<file path="config.mk">
export PLATFORM = sky130hd
export DESIGN_NAME = imem_boot_loader
export DESIGN_NICKNAME = d
export VERILOG_FILES = /design/src/rtl/imem_boot_loader.sv
export SDC_FILE = /design/constraint.sdc
export NUM_CORES = 1
export LEC_CHECK = 0
export ABC_AREA = 0
export BUFFER_PORTS_ARGS = -buffer_cell sky130_fd_sc_hd__buf_2
export CORE_MARGIN = 2
export CORE_UTILIZATION = 25
export DETAILED_ROUTE_END_ITERATION = 12
export GPL_TIMING_DRIVEN = 1
export SLEW_MARGIN = 25
export SYNTH_ARGS = -nofsm -noshare
export SYNTH_HDL_FRONTEND = slang
export SYNTH_SLANG_ARGS = --single-unit
</file>
<file path="constraint.sdc">
create_clock -name clk -period 7.5 [get_ports clk]
set_input_delay 0.375 -clock clk [delete_from_list [all_inputs] [get_ports clk]]
set_output_delay 0.375 -clock clk [all_outputs]
set_load 0.05 [all_outputs]
</file>
<file path="src/rtl/imem_boot_loader.sv">
`default_nettype none
// ============================================================================
//  Module   : imem_boot_loader
//  Purpose  : Byte-stream boot loader. Assembles little-endian words, writes
//             them to instruction memory, verifies an XOR checksum and holds
//             the CPU core in reset until a load completes successfully.
//  Revision : 1.0 - initial release
// ============================================================================
module imem_boot_loader #(
    parameter int          IMEM_WORDS = 256,
    parameter logic [31:0] BASE_ADDR  = 32'h0000_0000
) (
    input  logic        clk,
    input  logic        reset_n,
    input  logic [7:0]  in_data,
    input  logic        in_valid,
    output logic        in_ready,
    input  logic        load_req,
    output logic [31:0] tb_addr,
    output logic [31:0] tb_inst,
    output logic        tb_we,
    output logic        cpu_reset_n,
    output logic        done,
    output logic        err
);

    localparam int          c_idx_w     = $clog2(IMEM_WORDS) + 1;
    localparam logic [31:0] c_max_words = 32'(IMEM_WORDS);

    localparam logic [2:0] c_st_hdr   = 3'd0;
    localparam logic [2:0] c_st_data  = 3'd1;
    localparam logic [2:0] c_st_write = 3'd2;
    localparam logic [2:0] c_st_csum  = 3'd3;
    localparam logic [2:0] c_st_done  = 3'd4;
    localparam logic [2:0] c_st_err   = 3'd5;

    logic [2:0]         r_state;
    logic [1:0]         r_byte_cnt;
    logic [31:0]        r_word_buf;
    logic [31:0]        r_count;
    logic [c_idx_w-1:0] r_index;
    logic [31:0]        r_csum;

    logic [31:0]        w_word;
    logic               w_fire;
    logic               w_last_byte;
    logic [c_idx_w-1:0] w_index_next;
    logic [31:0]        w_index_ext;
    logic [31:0]        w_addr;

    // in_ready is gated by reset_n so no byte is offered as accepted while held in reset
    assign in_ready = reset_n &&
                      ((r_state == c_st_hdr) || (r_state == c_st_data) || (r_state == c_st_csum));

    assign w_fire       = in_valid && in_ready;
    assign w_last_byte  = w_fire && (r_byte_cnt == 2'd3);
    assign w_index_next = r_index + {{(c_idx_w-1){1'b0}}, 1'b1};
    assign w_index_ext  = {{(32-c_idx_w){1'b0}}, w_index_next};
    assign w_addr       = BASE_ADDR + {{(30-c_idx_w){1'b0}}, r_index, 2'b00};

    always_comb begin
        w_word = r_word_buf;
        w_word[{r_byte_cnt, 3'b000} +: 8] = in_data;
    end

    always_ff @(posedge clk or negedge reset_n) begin
        if (!reset_n) begin
            r_state     <= c_st_hdr;
            r_byte_cnt  <= 2'd0;
            r_word_buf  <= 32'd0;
            r_count     <= 32'd0;
            r_index     <= '0;
            r_csum      <= 32'd0;
            tb_addr     <= BASE_ADDR;
            tb_inst     <= 32'd0;
            tb_we       <= 1'b0;
            cpu_reset_n <= 1'b0;
            done        <= 1'b0;
            err         <= 1'b0;
        end else begin
            tb_we <= 1'b0;
            if (w_fire) begin
                r_word_buf <= w_word;
                r_byte_cnt <= r_byte_cnt + 2'd1;
            end
            case (r_state)
                c_st_hdr: begin
                    if (w_last_byte) begin
                        r_count <= w_word;
                        if (w_word > c_max_words) begin
                            r_state <= c_st_err;
                            err     <= 1'b1;
                        end else if (w_word == 32'd0) begin
                            r_state <= c_st_csum;
                        end else begin
                            r_state <= c_st_data;
                        end
                    end
                end
                c_st_data: begin
                    if (w_last_byte) r_state <= c_st_write;
                end
                c_st_write: begin
                    tb_we   <= 1'b1;
                    tb_addr <= w_addr;
                    tb_inst <= r_word_buf;
                    r_csum  <= r_csum ^ r_word_buf;
                    r_index <= w_index_next;
                    r_state <= (w_index_ext == r_count) ? c_st_csum : c_st_data;
                end
                c_st_csum: begin
                    if (w_last_byte) begin
                        if (w_word == r_csum) begin
                            r_state     <= c_st_done;
                            done        <= 1'b1;
                            cpu_reset_n <= 1'b1;
                        end else begin
                            r_state <= c_st_err;
                            err     <= 1'b1;
                        end
                    end
                end
                c_st_done, c_st_err: begin
                    if (load_req) begin
                        r_state     <= c_st_hdr;
                        r_byte_cnt  <= 2'd0;
                        r_index     <= '0;
                        r_csum      <= 32'd0;
                        tb_addr     <= BASE_ADDR;
                        cpu_reset_n <= 1'b0;
                        done        <= 1'b0;
                        err         <= 1'b0;
                    end
                end
                default: r_state <= c_st_hdr;
            endcase
        end
    end

endmodule
`default_nettype wire

</file>
==> impl_metrics.yaml <==
synth:
  seq_area_frac_synth_pct: 51.7
  syn_avg_cell_area_sq_um: 9.47
  synth_top_cell_by_area: "dfrtp_1"
  synth_edf_count: 0
  syn_area_sq_um: 7450
  synth.distinct_cells: 57
  yosysWarningCount: 0
  synthTopCellsByArea: "dfrtp_1 52%, nand2_1 7.6%, xnor2_1 5.4%, xor2_1 4.3%, nor2_1 3.9%"
  synth_cells: 787
  async_reset_ff_share_pct: 100
  synth_ff_type: "dfrtp_1"
  ys_ff_latch: 154
  yosysTopAreaCellShare_pct: 51.7
power:
  powerDensity_nw_per_um2: 463
  ir_drop_mv: 0.188
  leakagePower_nw: 4.00
  totalPowerFinal_mw: 3.98
critical_path:
  cp-start-kind: "flop"
  path_cells: "inv_1 -> ha_1 -> nor4bb_2 -> a21oi_1 -> xnor2_1 -> nor4_1 -> nand4_1 -> nor4_2 -> o311ai_0"
  max_stage_delay_ns: 0.79
  worst_r2r_endpoint: "r_state[0]$_DFFE_PN0P_"
  path_max_fanout: 12
  crit_type: "reg -> reg"
  r2r_start: "r_byte_cnt[0]$_DFF_PN0_"
  crit_slowest_cell: "nor4bb_2"
  cpLargestDelayFamily: "simple AND/OR/NAND/NOR gates"
  r2r_cells: 9
  end_kind: "flop"
  arrival_ns: 4.19
  r2r_slack_ns: 3.56
  worstPathRequired_ns: 7.76
  crit_buf_inv: 1
route:
  drtIter0Drc: 596
  drtPass1Iterations: 4
  wl_per_cell_microns: 16.8
  final_antenna_net_count: 0
  avgViaCountPerCell: 4.59
  route.detailed.drc: 0
  postRouteWirelength_mm: 20.6
  route.vias.total: 5622
grt:
  grt.met1_usage_pct: 19.5
  grt_overflow: 0
  grtUsageMet2_pct: 20.8
  grt_use_met3_pct: 2.99
  antenna_found_initial: 1
  busiest_layer: "met2"
  grt_pass1_wl_mm: 33.1
  grt_max_degree: 86
  first_global_vias: 5502
  grt.total_usage_pct: 13.8
min_path:
  hp-class: "in -> async"
layout:
  fillCellCount: 3141
  fin_nets: 840
  final_common_cell: "dfrtp_1"
  final_cell_mix: "154 x dfrtp_1, 149 x nand2_1, 77 x nor2_1, 56 x buf_2, 53 x a21oi_1"
  drive_gt1_share_pct: 12.8
  area_growth_pct: 15.4
  design_area_sq_um: 8600
clocking:
  cts_resized: 0
  cts_buffers: 17
  clk-insertion-delay-late_ns: 0.42
  path_clk_slew_ns: 0.06
  cts-root-buf: "clkbuf_16"
  postCtsSetupRepairBufs: 0
  htree_levels: 4
  clock-sinks: 154
  cts.path.max_buffers: 2
  cts_tree: "built"
  hold_buffers: 0
floorplanning:
  die_x_microns: 177
  initial_core_util_pct: 25.3
  die_area_sq_um: 31200
  rows: 63
  core_sq_um: 29500
  ioPinCount: 81
  fp.dieH_microns: 177
sta:
  slew_viol_final: 0
  rsz0062_at_grt: "false"
  finClkSkew_ns: 0.0126
  period_needed_ns: 3.94
  setup_viol: 0
  max_freq_ghz: 0.254
  finalSetupTns_ns: 0
  min_period_over_period_pct: 52.5
  worst_slew_pin_slew_ns: 0.995
  hold_violations: 0
  whs_ns: 0.0223
  slew_headroom_pct: 33.3
  worst_slack_ns: 3.56
placement:
  dp_hpwl_mm: 14.3
  place_ws_ns: 3.46
  port_buffers: 57
  gp_congestion: 0.859
  place_area_sq_um: 7990
run_status:
  outcome: "finished clean"
job:
  cap_viol_max_count: 0
final cells by class:
| cell class | instances | area, sq um | share of cell area [%] |
|---|---|---|---|
| flip-flops and latches | 154 | 3850 | 44.8 |
| multi-input cells | 574 | 3280 | 38.1 |
| well taps | 390 | 488 | 5.67 |
| clock buffers | 22 | 484 | 5.63 |
| repair buffers | 61 | 325 | 3.78 |
| clock inverters | 10 | 114 | 1.32 |
| inverters | 14 | 52.6 | 0.611 |
| diodes | 1 | 2.50 | 0.0291 |
power breakdown:
group	total, mW	internal, mW	leakage, nW	switching [mW]
clock	0.883	0.526	0.297	0.357
combinational	1.63	0.559	1.70	1.08
sequential	1.46	1.17	2.00	0.294
worst max-delay path by stage:
stage | from | end | slack (ns) | cells after the start
floorplan | r_byte_cnt[0]$_DFF_PN0_ | r_state[1]$_DFFE_PN0P_ | 4.74 | 10
global placement | r_byte_cnt[0]$_DFF_PN0_ | r_state[0]$_DFFE_PN0P_ | 3.19 | 9
detailed placement | reset_n | r_count[29]$_DFFE_PN0P_ | 3.46 | 8
CTS | r_byte_cnt[0]$_DFF_PN0_ | r_state[0]$_DFFE_PN0P_ | 3.64 | 9
global route | r_byte_cnt[0]$_DFF_PN0_ | r_state[0]$_DFFE_PN0P_ | 3.34 | 9
finish | r_byte_cnt[0]$_DFF_PN0_ | r_state[0]$_DFFE_PN0P_ | 3.56 | 9
synth_stat cells (3+ instances only):
cell	count
dfrtp_1	154
nand2_1	150
nor2_1	78
a21oi_1	53
xnor2_1	46
clkbuf_1	37
xor2_1	37
o21ai_0	36
buf_4	24
nor2b_1	23
a22o_1	20
inv_1	13
nor4_1	11
nor3_1	9
and3_1	8
nand3_1	7
a41oi_1	6
ha_1	6
nand4_1	6
a31oi_1	5
a221oi_1	3
a22oi_1	3
buf_6	3
o21a_1	3
o22ai_1	3
or4_1	3
per-stage QoR:
step / utilization [%] / std cells
after global placement: 27.1 / 1193
after detailed placement: 27.1 / 1193
after global routing: 29.2 / 1226
final: 29.2 / 1226
after floorplan: - / 809
after CTS: 29.1 / 1225
kinds of logic after synthesis:
kind of cell	share of synthesized area, %
xor+xnor	9.76
mux	0.269
compound gates	12.8
flops	51.7
buf+inv	5.61
fa+ha+maj	1.01
simple gates	18.7
other cells	0.0503
worst register-to-register path: cells and delay by family (launching register included):
| kind | cells | cell delay, ns |
|---|---|---|
| AOI/OAI and AO/OA | 2 | 0.53 |
| xor gates and xnor gates | 1 | 0.20 |
| adders and majority gates | 1 | 0.49 |
| buffers and inverters | 1 | 0.17 |
| DFF | 1 | 0.49 |
| and+or+nand+nor | 4 | 1.87 |
routing by layer:
metal / routed length (microns) / vias to the layer above
li1: - / 2680
met2: 9160 / 158
met1: 9900 / 2759
met5: 0 / -
met4: 492 / 0
met3: 1090 / 25
registers in the layout, indices dropped and copies added, names as in the netlist, 2 cells and up:
signal	cells
tb_inst	32
r_word_buf	32
tb_addr	9
r_index	9
r_count	32
r_csum	32
r_byte_cnt	2
r_state	3
(Power assumes the default switching activity.)
